$ cat src/rtl/banco_pkg.sv
// Shared definitions for the 4x32-bit register bank and its write-back controller.
//   LARGURA    : register data width
//   N_REG_BITS : register address width
//   N_REG      : number of registers
//   entrada_t  : one buffered write-back result {destination register, value}
package banco_pkg;

    localparam int unsigned LARGURA    = 32;
    localparam int unsigned N_REG_BITS = 2;
    localparam int unsigned N_REG      = 2 ** N_REG_BITS;

    typedef struct packed {
        logic [N_REG_BITS-1:0] registro;
        logic [LARGURA-1:0]    dado;
    } entrada_t;

endpackage

$ cat src/rtl/fifo_sinc.sv
// Synchronous FIFO with all storage slots exposed for associative searches.
//   clk, rst   : clock, synchronous active-high reset (empties the FIFO)
//   push_i     : write dado_i at the tail (ignored when full)
//   pop_i      : drop the head entry (ignored when empty)
//   cabeca_o   : head entry
//   vazio_o    : FIFO empty
//   cheio_o    : FIFO full
//   ini_o      : physical slot index of the head (oldest entry)
//   slots_o    : raw storage, indexed by physical slot
//   valido_o   : bit s = physical slot s holds a live entry
module fifo_sinc #(
    parameter int unsigned Prof = 4,
    parameter type         T    = logic
) (
    input  logic                    clk,
    input  logic                    rst,
    input  logic                    push_i,
    input  T                        dado_i,
    input  logic                    pop_i,
    output T                        cabeca_o,
    output logic                    vazio_o,
    output logic                    cheio_o,
    output logic [$clog2(Prof)-1:0] ini_o,
    output T     [Prof-1:0]         slots_o,
    output logic [Prof-1:0]         valido_o
);

    localparam int unsigned IdxW = $clog2(Prof);

    // Pointers carry one extra wrap bit so full and empty are distinguishable.
    logic [IdxW:0]   esc_q, esc_d, lei_q, lei_d;
    logic [IdxW:0]   ocup;
    logic [IdxW-1:0] offs;
    logic            faz_push, faz_pop;
    T [Prof-1:0]     mem_q;

    assign vazio_o  = (esc_q == lei_q);
    assign cheio_o  = (esc_q[IdxW] != lei_q[IdxW]) && (esc_q[IdxW-1:0] == lei_q[IdxW-1:0]);
    assign faz_push = push_i && !cheio_o;
    assign faz_pop  = pop_i && !vazio_o;
    assign esc_d    = faz_push ? esc_q + 1'b1 : esc_q;
    assign lei_d    = faz_pop ? lei_q + 1'b1 : lei_q;
    assign cabeca_o = mem_q[lei_q[IdxW-1:0]];
    assign ini_o    = lei_q[IdxW-1:0];
    assign slots_o  = mem_q;
    assign ocup     = esc_q - lei_q;

    // A slot is live when its distance from the head is below the occupancy.
    always_comb begin
        offs     = '0;
        valido_o = '0;
        for (int s = 0; s < int'(Prof); s++) begin
            offs        = IdxW'(s) - lei_q[IdxW-1:0];
            valido_o[s] = ({1'b0, offs} < ocup);
        end
    end

    always_ff @(posedge clk) begin
        if (rst) begin
            esc_q <= '0;
            lei_q <= '0;
        end else begin
            esc_q <= esc_d;
            lei_q <= lei_d;
        end
    end

    // Storage needs no reset: the live bits gate every use of it.
    always_ff @(posedge clk) begin
        if (faz_push) begin
            mem_q[esc_q[IdxW-1:0]] <= dado_i;
        end
    end

endmodule

$ cat src/rtl/ctrl_escrita_banco.sv
// Write-back controller for the single write port of the register bank.
// Buffers results in a FIFO, issues one bank write per cycle, tracks outstanding
// writes per register and forwards not-yet-committed values to the two read ports.
//   clk, rst              : clock, synchronous active-high reset
//   res_valid/res_ready   : result handshake; res_reg/res_dado carry the result
//   reg_e, e_l, dado      : registered bank write port
//   aloc, aloc_reg        : issue stage reserves a destination register
//   pend                  : bit r = register r has outstanding writes
//   fnt1, fnt2            : bank read addresses mirrored for forwarding
//   fwdX_ok, fwdX_dado    : newer value for fntX held in this block
//   erro                  : sticky scoreboard overflow/underflow
// Data and address widths come from banco_pkg so they always match the bank.
module ctrl_escrita_banco
    import banco_pkg::*;
#(
    parameter int unsigned PROF = 4
) (
    input  logic                  clk,
    input  logic                  rst,
    input  logic                  res_valid,
    output logic                  res_ready,
    input  logic [N_REG_BITS-1:0] res_reg,
    input  logic [LARGURA-1:0]    res_dado,
    output logic [N_REG_BITS-1:0] reg_e,
    output logic                  e_l,
    output logic [LARGURA-1:0]    dado,
    input  logic                  aloc,
    input  logic [N_REG_BITS-1:0] aloc_reg,
    output logic [N_REG-1:0]      pend,
    input  logic [N_REG_BITS-1:0] fnt1,
    input  logic [N_REG_BITS-1:0] fnt2,
    output logic                  fwd1_ok,
    output logic [LARGURA-1:0]    fwd1_dado,
    output logic                  fwd2_ok,
    output logic [LARGURA-1:0]    fwd2_dado,
    output logic                  erro
);

    localparam int unsigned IdxW = $clog2(PROF);
    localparam int unsigned CntW = $clog2(PROF + 4);
    localparam logic [CntW-1:0] CntMax = '1;

    logic                  cheio, vazio, push, pop;
    entrada_t              cabeca, entrada;
    entrada_t [PROF-1:0]   slots;
    logic     [PROF-1:0]   valido;
    logic     [IdxW-1:0]   ini, idx;

    logic                  e_l_q;
    logic [N_REG_BITS-1:0] reg_e_q;
    logic [LARGURA-1:0]    dado_q;

    logic [N_REG-1:0][CntW-1:0] cnt_q, cnt_d;
    logic                       erro_q, erro_d;
    logic                       inc, dec;

    assign res_ready = !rst && !cheio;
    assign push      = res_valid && res_ready;
    assign pop       = !vazio;
    assign entrada   = '{registro: res_reg, dado: res_dado};

    fifo_sinc #(
        .Prof (PROF),
        .T    (entrada_t)
    ) u_fifo (
        .clk      (clk),
        .rst      (rst),
        .push_i   (push),
        .dado_i   (entrada),
        .pop_i    (pop),
        .cabeca_o (cabeca),
        .vazio_o  (vazio),
        .cheio_o  (cheio),
        .ini_o    (ini),
        .slots_o  (slots),
        .valido_o (valido)
    );

    // Output register: the popped head drives the bank write port for one cycle.
    always_ff @(posedge clk) begin
        if (rst) begin
            e_l_q   <= 1'b0;
            reg_e_q <= '0;
            dado_q  <= '0;
        end else begin
            e_l_q <= pop;
            if (pop) begin
                reg_e_q <= cabeca.registro;
                dado_q  <= cabeca.dado;
            end
        end
    end

    assign e_l   = e_l_q;
    assign reg_e = reg_e_q;
    assign dado  = dado_q;

    // Scoreboard: a reservation and an issue of the same register cancel out.
    always_comb begin
        cnt_d  = cnt_q;
        erro_d = erro_q;
        inc    = 1'b0;
        dec    = 1'b0;
        for (int r = 0; r < int'(N_REG); r++) begin
            inc = aloc && (aloc_reg == N_REG_BITS'(r));
            dec = pop && (cabeca.registro == N_REG_BITS'(r));
            if (inc && !dec) begin
                if (cnt_q[r] == CntMax) erro_d = 1'b1;
                else                    cnt_d[r] = cnt_q[r] + 1'b1;
            end else if (dec && !inc) begin
                if (cnt_q[r] == '0) erro_d = 1'b1;
                else                cnt_d[r] = cnt_q[r] - 1'b1;
            end
        end
    end

    always_ff @(posedge clk) begin
        if (rst) begin
            cnt_q  <= '0;
            erro_q <= 1'b0;
        end else begin
            cnt_q  <= cnt_d;
            erro_q <= erro_d;
        end
    end

    always_comb begin
        pend = '0;
        for (int r = 0; r < int'(N_REG); r++) begin
            pend[r] = (cnt_q[r] != '0);
        end
    end

    assign erro = erro_q;

    // Forwarding: the output register is the oldest candidate, then FIFO entries
    // from head to tail, so the last match found is the youngest value.
    always_comb begin
        fwd1_ok   = 1'b0;
        fwd1_dado = '0;
        fwd2_ok   = 1'b0;
        fwd2_dado = '0;
        idx       = '0;
        if (!rst) begin
            if (e_l_q && (reg_e_q == fnt1)) begin
                fwd1_ok   = 1'b1;
                fwd1_dado = dado_q;
            end
            if (e_l_q && (reg_e_q == fnt2)) begin
                fwd2_ok   = 1'b1;
                fwd2_dado = dado_q;
            end
            for (int k = 0; k < int'(PROF); k++) begin
                idx = ini + IdxW'(k);
                if (valido[idx] && (slots[idx].registro == fnt1)) begin
                    fwd1_ok   = 1'b1;
                    fwd1_dado = slots[idx].dado;
                end
                if (valido[idx] && (slots[idx].registro == fnt2)) begin
                    fwd2_ok   = 1'b1;
                    fwd2_dado = slots[idx].dado;
                end
            end
        end
    end

endmodule

$ cat config.mk
export PLATFORM = sky130hd
export DESIGN_NAME = ctrl_escrita_banco
export DESIGN_NICKNAME = d
export VERILOG_FILES = /design/src/rtl/banco_pkg.sv /design/src/rtl/fifo_sinc.sv /design/src/rtl/ctrl_escrita_banco.sv
export SDC_FILE = /design/constraint.sdc
export NUM_CORES = 1
export LEC_CHECK = 0
export ABC_AREA = 1
export BUFFER_PORTS_ARGS = -buffer_cell sky130_fd_sc_hd__buf_2
export CELL_PAD_IN_SITES_DETAIL_PLACEMENT = 1
export CELL_PAD_IN_SITES_GLOBAL_PLACEMENT = 2
export CORE_UTILIZATION = 30
export DETAILED_ROUTE_END_ITERATION = 6
export MAX_ROUTING_LAYER = met4
export PLACE_DENSITY = 0.75
export RECOVER_POWER = 50
export SLEW_MARGIN = 40
export SYNTH_ARGS = -nofsm -noshare
export SYNTH_HDL_FRONTEND = slang
export SYNTH_SLANG_ARGS = --single-unit
export TNS_END_PERCENT = 30
$ cat constraint.sdc
create_clock -name clk -period 8.7 [get_ports clk]
set_input_delay 1.74 -clock clk [delete_from_list [all_inputs] [get_ports clk]]
set_output_delay 1.74 -clock clk [all_outputs]
set_load 0.02 [all_outputs]
==> flow_summary.yaml, run 1 <==
clock_tree:
  h-tree-depth: 4
  cts_made_buffers: 17
  path_clk_slew_ns: 0.08
  cts.path.max_buffers: 2
  post-cts-setup-buffer-count: 0
  cts_tree: "yes"
  root_buffer: "clkbuf_16"
  numClockSinks: 190
  cts_resized: 0
  cts_hold_buf: 0
  clock_latency_ns: 0.49
place:
  dp_slack_ns: 2.36
  gp_congestion: 0.990
  hpwlAfterDp_mm: 46.0
  numPortBuffers: 150
floorplan:
  coreArea_mm2: 0.0488
  row_count: 81
  chipHeight_um: 224
  die_area_mm2: 0.0503
  die_x_um: 224
  io_pins: 151
  start_util: 0.304
cells_and_area:
  register_area_mm2: 0.00517
  area_delta_synth_final_pct: 11.0
  drive_gt1_frac: 0.0886
  fin_util: 0.337
  layout_common_cells: "nand2_1, nand3_1, inv_1"
  multi_input_area_mm2: 0.00767
  layout_commonest_cell: "nand2_1"
  final.fill_count: 6274
  final_nets: 2369
logic_synthesis:
  ys_async_sr_fraction: 0
  seq_area_frac_synth: 0.348
  synthesis.nets: 2330
  synth_ff_type: "edfxtp_1"
  ys_types: 39
  ys.warnings.count: 0
  postSynthCellCount: 2261
  ys_ff_latch: 190
  synth_area_mm2: 0.0148
  avgSynthCellArea_um2: 6.56
  synth_edf_count: 136
timing:
  setup_tns_ns: 0
  rsz0062_at_grt: "false"
  setup_viol: 0
  period_share: 0.860
  worst_slew_pin_slew_ns: 3.37
  slew_headroom: -1.25
  skew_ns: 0.00845
  hold_viol: 0
  fmax_mhz: 134
  fin_crit_ns: 7.48
  setup_ws_ns: 1.22
  slew_viol_final: 72
critical_path:
  critical_path.max_fanout: 51
  endpoint_kind: "primary output"
  worstPathRequired_ns: 6.96
  path_class: "flop to primary output"
  critPathLaunchType: "flop"
  crit_arrival_ns: 5.74
route:
  drc: 0
  vias: 15184
  drt_iter0_markers: 1285
  wire_per_inst_um: 21.1
  routed_via_density: 5.10
  ant_nets: 0
  wirelength_mm: 62.8
  dr.pass1.iters: 6
global_route:
  grt_max_degree: 94
  grt_pass1_vias: 14726
  overflow: 0
  grt_pass1_wl_mm: 95.4
  grtUsageTotal: 0.261
  antenna_found_initial: 1
outcome:
  violations: "capacitance limit, slew limit"
  status: "finished with violations"
worst_hold_path:
  hp-class: "flop to flop"
job:
  cap_violations: 1
-- kinds of logic after synthesis --
group / Yosys count / share of synthesized area
AND/OR/NAND/NOR: 1117 / 0.328
buffers and inverters: 503 / 0.140
AO/OA/AOI/OAI: 408 / 0.148
flip-flops: 190 / 0.348
adder cells (fa/ha/maj): 25 / 0.0236
XOR/XNOR: 18 / 0.0116
-- state kept, by name (all words and copies together) (netlist names) --
| name | flops |
|---|---|
| erro | 1 |
| dado | 32 |
| u_fifo.lei_q | 3 |
| u_fifo.slots_o | 136 |
| e_l | 1 |
| cnt_q | 12 |
| u_fifo.esc_q | 3 |
| reg_e | 2 |
-- final timing paths --
kind	startpoint	end	slack (ns)	cells past startpoint
hold / removal	cnt_q[2]	cnt_q[2]	0.49	1
hold reg to reg	cnt_q[2]	cnt_q[2]	0.49	1
setup / recovery	u_fifo.lei_q[0]	fwd2_dado[5]	1.22	14
setup reg to reg	u_fifo.lei_q[0]	u_fifo.lei_q[2]	2.28	8
-- metal layers --
layer | vias up | part of all wire | global-route usage
li1 | 7421 | - | -
met1 | 7320 | 0.53 | 0.401
met2 | 407 | 0.40 | 0.348
met3 | 36 | 0.061 | 0.0427
met4 | 0 | 0.013 | 0.0586
met5 | - | 0 | -
-- synthesized netlist by cell type (18+ instances only) --
master    instances  share of area
inv_1           332          0.084
a211oi_1         33          0.017
a21oi_1          81          0.027
buf_2            70          0.024
nor2_1           87          0.022
clkbuf_1         57          0.014
o21ai_1          44          0.015
nand3_2          18          0.012
dfxtp_1          54          0.073
ha_1             20          0.017
nand3_1         374           0.13
edfxtp_1        136           0.28
o21ai_0         230          0.078
nand2_1         600           0.15
-- per-stage QoR --
| step | cells | hold WS (ns) | cell area, µm² |
|---|---|---|---|
| 3_3_place_gp | 2943 | 0.461 | 15900 |
| 4_1_cts | 2977 | 0.495 | 16600 |
| 3_5_place_dp | 2945 | 0.473 | 16000 |
| 2_1_floorplan | 2261 | 0.443 | 14800 |
| 5_1_grt | 2978 | 0.518 | 16500 |
| 6_report | 2978 | 0.494 | 16500 |
-- area by class of cell --
cell class / instances / area share
multi-input cells: 1568 / 0.466
flip-flops and latches: 190 / 0.314
inverters: 340 / 0.0777
repair buffers: 183 / 0.0562
well taps: 664 / 0.0505
clock buffers: 18 / 0.0261
clock inverters: 14 / 0.00980
diodes: 1 / 0.000152
-- critical path, cell delays in order, from the launching register on --
cell and delay [ns]:
dfxtp_4 0.66, clkinvlp_2 1.19, buf_4 0.62, nand2_1 0.08, and2_0 0.17, nand2_1 0.11, nand2_2 0.13, xor2_2 0.09
nor2_4 0.09, buf_4 0.42, nand2_2 0.59, nand3_1 0.42, nand2_1 0.09, a21oi_1 0.29, buf_2 0.23
Power of run 1 is not shown: default switching activity piles up to over one toggle a cycle in this logic, so the estimate is an artifact.
==> run 2, diff against run 1 <==
--- a/config.mk
+++ b/config.mk
@@ -5,14 +5,13 @@
 export SDC_FILE = /design/constraint.sdc
 export NUM_CORES = 1
 export LEC_CHECK = 0
-export ABC_AREA = 1
 export BUFFER_PORTS_ARGS = -buffer_cell sky130_fd_sc_hd__buf_2
 export CELL_PAD_IN_SITES_DETAIL_PLACEMENT = 1
 export CELL_PAD_IN_SITES_GLOBAL_PLACEMENT = 2
 export CORE_UTILIZATION = 30
 export DETAILED_ROUTE_END_ITERATION = 6
 export MAX_ROUTING_LAYER = met4
-export PLACE_DENSITY = 0.75
+export PLACE_DENSITY = 0.64
 export RECOVER_POWER = 50
 export SLEW_MARGIN = 40
 export SYNTH_ARGS = -nofsm -noshare
==> run 2 against run 1 <==
Effect of this change: critical path depth fell by 9; sequential cell count is the same; register-to-register slack improved by 1.6 ns; synthesized cell count down 48%; global-route usage down 5.4 points; the run still ends with capacitance limit, slew limit left; wire length decreased by 27%; area after synthesis down 8.0%; critical endpoint is now fwd1_dado[5]; maximum frequency up 6.4%; non-clock buffer count shrank 10; first-iteration DRC count down 41%; design area decreased by 6.5%; largest cell class unchanged.
==> flow_summary.yaml, run 2 <==
critical_path:
  timing.rr.end: "cnt_q[5]"
  crit_arrival_ns: 5.29
  endpoint_kind: "primary output"
  slowest_stage: "clkbuf_1"
  worstPathRequired_ns: 6.96
  slowest_delay_ns: 2.03
  path_class: "primary input to primary output"
  regToRegStartpoint: "u_fifo.lei_q[0]"
  critical_path.max_fanout: 48
  crit_chain: "clkbuf_1 > inv_4 > o21ai_0 > a21oi_1 > buf_2"
  reg2reg_depth: 11
  rrSetupSlack_ns: 3.83
  critPathLaunchType: "primary input"
clock_tree:
  post-cts-setup-buffer-count: 0
  cts.path.max_buffers: 2
  cts_tree: "yes"
  numClockSinks: 190
  root_buffer: "clkbuf_16"
  h-tree-depth: 4
  cts_made_buffers: 17
  path_clk_slew_ns: 0.08
  clock_latency_ns: 0.48
  cts_hold_buf: 0
  cts_resized: 0
floorplan:
  start_util: 0.307
  coreArea_mm2: 0.0445
  io_pins: 151
  row_count: 77
  die_area_mm2: 0.0463
  chipHeight_um: 215
  die_x_um: 215
global_route:
  overflow: 0
  grt_max_degree: 66
  antenna_found_initial: 2
  grt_pass1_vias: 11001
  grtUsageTotal: 0.207
  grt_pass1_wl_mm: 69.9
place:
  gp_congestion: 0.807
  hpwlAfterDp_mm: 29.7
  dp_cells: 1829
  numPortBuffers: 150
cells_and_area:
  fin_cells: 1863
  multi_input_area_mm2: 0.00787
  largest_reg_flops: 136
  fin_util: 0.346
  final_nets: 1326
  layout_common_cells: "mux4_2, edfxtp_1, nor2_1"
  area_delta_synth_final_pct: 12.8
  final.fill_count: 4916
  register_area_mm2: 0.00517
  layout_commonest_cell: "mux4_2"
  drive_gt1_frac: 0.283
route:
  wire_per_inst_um: 24.7
  drt_iter0_markers: 754
  vias: 10626
  routed_via_density: 5.70
  ant_nets: 0
  dr.pass1.iters: 5
  drc: 0
  wirelength_mm: 45.9
power_and_ir_drop:
  ir_drop_v: 0.000244
  clockPowerShare: 0.123
  p_leak_nw: 5.11
  power.density_mw_per_mm2: 435
  intPower_mw: 3.19
  pwr-share-seq: 0.184
  total_power_mw: 6.70
  p_switching_mw: 3.52
  p_comb_frac: 0.693
  p_sw_frac: 0.524
timing:
  period_share: 0.808
  fmax_mhz: 142
  worst_slew_pin_slew_ns: 2.92
  slew_viol_final: 88
  fin_crit_ns: 7.03
  setup_viol: 0
  rsz0062_at_grt: "false"
  skew_ns: 0.0129
  setup_tns_ns: 0
  slew_headroom: -0.946
  hold_viol: 0
logic_synthesis:
  avgSynthCellArea_um2: 11.6
  ys_types: 56
  synth_top_cell_area_share: 0.299
  synth_ff_type: "edfxtp_1"
  ys_async_sr_fraction: 0
  synth_area_mm2: 0.0136
  synth_area_leaders: "edfxtp_1, mux4_2, dfxtp_1"
  ys_ff_latch: 190
  seq_area_frac_synth: 0.379
  synthesis.nets: 1247
  ys.warnings.count: 0
  synth_edf_count: 136
  synth_commonest_cells: "mux4_2, edfxtp_1, nor2_1"
  postSynthCellCount: 1178
  synth.most_common_cell: "mux4_2"
  yosysTopAreaCell: "edfxtp_1"
job:
  cap_violations: 2
worst_hold_path:
  hp-class: "flop to flop"
  hold_depth: 2
  hp-start: "dado[25]"
  min_delay_worst_endpoint: "dado[25]"
outcome:
  violations: "capacitance limit, slew limit"
  status: "finished with violations"
-- run 2: cell type report --
class	count	area share
inverters	31	0.00772
well taps	592	0.0481
repair buffers	173	0.0573
flip-flops and latches	190	0.336
clock inverters	15	0.0121
diodes	1	0.000163
clock buffers	17	0.0276
multi-input cells	844	0.511
-- run 2: how the worst max path moves through the flow --
stage          cells past startpoint       endpoint            start
2_1_floorplan                      7  fwd2_dado[10]          fnt2[1]
6_report                           5   fwd1_dado[5]              rst
5_1_grt                            5   fwd1_dado[5]              rst
4_1_cts                           13  fwd1_dado[16]  u_fifo.lei_q[0]
3_3_place_gp                      13  fwd1_dado[30]  u_fifo.lei_q[0]
3_5_place_dp                      13  fwd1_dado[16]  u_fifo.lei_q[0]
-- run 2: logic make-up after synthesis --
family	synth area share
simple gates	0.133
fa+ha+maj	0.0257
xor+xnor	0.0192
buf+inv	0.0522
mux	0.232
flops	0.379
compound gates	0.160
-- run 2: per-stage QoR --
stage	worst slack, ns	hold slack, ns	instance area, µm²
floorplan	3.47	0.512	13600
global placement	2.13	0.465	14800
detailed placement	2.32	0.481	14900
CTS	1.79	0.493	15500
global route	1.30	0.521	15400
finish	1.67	0.486	15400
-- run 2: layer usage --
metal  global-route usage  share of wire  wire (µm)  vias to the layer above
met4               0.0527          0.017        782                        0
met1                0.265           0.44      20300                     5517
li1                     -              -          -                     4769
met5                    -              0          0                        -
met3               0.0401          0.051       2340                       40
met2                0.335           0.49      22500                      300
-- run 2: worst max-delay path, delay by kind of cell --
family | cells | cell delay [ns]
AO/OA/AOI/OAI | 2 | 0.43
buffers and inverters | 3 | 3.09
-- run 2: power by group through the flow --
stage	Sequential (mW)	Clock [mW]	Combinational, mW
finish	1.24	0.824	4.64
global route	1.26	0.875	4.99
CTS	1.24	0.847	4.70
detailed placement	1.26	0	4.68
global placement	1.25	0	4.62
floorplan	1.25	0	3.27
Power figures use the tool's default switching activity.
==> run 3, diff against run 2 <==
--- a/config.mk
+++ b/config.mk
@@ -5,13 +5,14 @@
 export SDC_FILE = /design/constraint.sdc
 export NUM_CORES = 1
 export LEC_CHECK = 0
+export ABC_AREA = 1
 export BUFFER_PORTS_ARGS = -buffer_cell sky130_fd_sc_hd__buf_2
 export CELL_PAD_IN_SITES_DETAIL_PLACEMENT = 1
 export CELL_PAD_IN_SITES_GLOBAL_PLACEMENT = 2
 export CORE_UTILIZATION = 30
 export DETAILED_ROUTE_END_ITERATION = 6
 export MAX_ROUTING_LAYER = met4
-export PLACE_DENSITY = 0.64
+export PLACE_DENSITY = 0.78
 export RECOVER_POWER = 50
 export SLEW_MARGIN = 40
 export SYNTH_ARGS = -nofsm -noshare
==> constraint.sdc (replaced) <==
create_clock -name clk -period 6.22 [get_ports clk]
set_input_delay 1.244 -clock clk [delete_from_list [all_inputs] [get_ports clk]]
set_output_delay 1.244 -clock clk [all_outputs]
set_load 0.02 [all_outputs]
==> run 3 against run 2 <==
Effect of this change: the run still ends with capacitance limit, slew limit left; hold slack gained 0.0086 ns; sequential share of layout area shrank 2.6 points; global-route usage grew 5.2 points; design area grew 8.2%; worst setup slack lost 1.3 ns; via count grew 44%; count of clock-buffer cells in the layout is the same; register-to-register slack lost 2.9 ns; critical endpoint is now fwd2_dado[5]; largest cell class unchanged.
==> flow_summary.yaml, run 3 (same netlist as run 1, synthesis figures left out) <==
route:
  dr.pass1.iters: 5
  vias: 15303
  routed_via_density: 5.12
  drt_iter0_markers: 1080
  ant_nets: 0
  wire_per_inst_um: 20.9
  wirelength_mm: 62.5
  drc: 0
place:
  numPortBuffers: 150
  place_area_mm2: 0.0162
  gp_congestion: 0.907
  dp_slack_ns: 0.936
  hpwlAfterDp_mm: 47.0
  dp_cells: 2956
clock_tree:
  path_clk_slew_ns: 0.08
  root_buffer: "clkbuf_16"
  post-cts-setup-buffer-count: 0
  h-tree-depth: 4
  numClockSinks: 190
  cts_tree: "yes"
  cts_resized: 0
  cts_made_buffers: 17
  clock_latency_ns: 0.49
  cts.path.max_buffers: 2
  cts_hold_buf: 0
critical_path:
  endpoint_kind: "primary output"
  critical_path.max_fanout: 33
  path_class: "flop to primary output"
  crit_arrival_ns: 4.60
  slowest_stage: "dfxtp_2"
  slowest_delay_ns: 0.73
  worstPathRequired_ns: 4.98
  crit_chain: "inv_2 > fa_1 > inv_1 > ha_1 > inv_1 > o21bai_1 > nand3_1 > nand3_1 > nand2_2 > nand2_1 > buf_4 > nand2_1 > inv_1 > nand2_1 > a21oi_1 > buf_2"
  critPathLaunchType: "flop"
global_route:
  grt_pass1_wl_mm: 94.6
  grtUsageTotal: 0.259
  grt_max_degree: 118
  antenna_found_initial: 3
  grt_pass1_vias: 14884
  overflow: 0
cells_and_area:
  layout_commonest_cell: "nand2_1"
  largest_reg_flops: 136
  fin_cells: 2991
  fin_area_mm2: 0.0167
  final.fill_count: 6377
  area_delta_synth_final_pct: 12.3
  register_area_mm2: 0.00517
  layout_common_cells: "nand2_1, nand3_1, inv_1"
  multi_input_area_mm2: 0.00765
  drive_gt1_frac: 0.0925
  final_nets: 2380
timing:
  hold_viol: 0
  period_share: 0.939
  setup_ws_ns: 0.379
  slew_viol_final: 72
  slew_headroom: -1.23
  setup_tns_ns: 0
  fmax_mhz: 171
  setup_viol: 0
  skew_ns: 0.0144
  rsz0062_at_grt: "false"
  fin_crit_ns: 5.84
  worst_slew_pin_slew_ns: 3.35
worst_hold_path:
  hp-class: "flop to flop"
floorplan:
  coreArea_mm2: 0.0488
  die_area_mm2: 0.0503
  start_util: 0.304
  die_x_um: 224
  io_pins: 151
  chipHeight_um: 224
  row_count: 81
outcome:
  status: "finished with violations"
  violations: "capacitance limit, slew limit"
job:
  cap_violations: 1
run 3: stage by stage:
step / util / hold slack (ns)
3_3_place_gp: 0.328 / 0.460
5_1_grt: 0.341 / 0.517
2_1_floorplan: - / 0.443
6_report: 0.341 / 0.494
3_5_place_dp: 0.331 / 0.476
4_1_cts: 0.343 / 0.492
run 3: path summary, 6_finish.rpt:
path / cells after the start / startpoint / endpoint / slack (ns)
setup / recovery: 16 / u_fifo.lei_q[1] / fwd2_dado[5] / 0.38
hold / removal: 1 / cnt_q[2] / cnt_q[2] / 0.49
setup reg to reg: 9 / u_fifo.lei_q[1] / u_fifo.lei_q[2] / 0.93
hold reg to reg: 1 / cnt_q[2] / cnt_q[2] / 0.49
run 3: layout make-up:
| cell class | count | share of cell area |
|---|---|---|
| diodes | 3 | 0.000451 |
| multi-input cells | 1568 | 0.459 |
| repair buffers | 194 | 0.0671 |
| flip-flops and latches | 190 | 0.310 |
| clock buffers | 17 | 0.0255 |
| inverters | 340 | 0.0770 |
| well taps | 664 | 0.0499 |
| clock inverters | 15 | 0.0102 |
run 3: routing by layer:
metal / global-route usage / wire, µm
met5: - / 0
met3: 0.0427 / 3490
met4: 0.0676 / 1070
met2: 0.357 / 25900
met1: 0.384 / 32100
run 3: worst max-delay path, delay by kind of cell (launching register included):
kind            cells  cell delay (ns)
compound gates      2             0.54
fa+ha+maj           2             0.83
buf+inv             6             0.96
simple gates        6             1.03
flops               1             0.73
Power of run 3 is left out for the same reason.
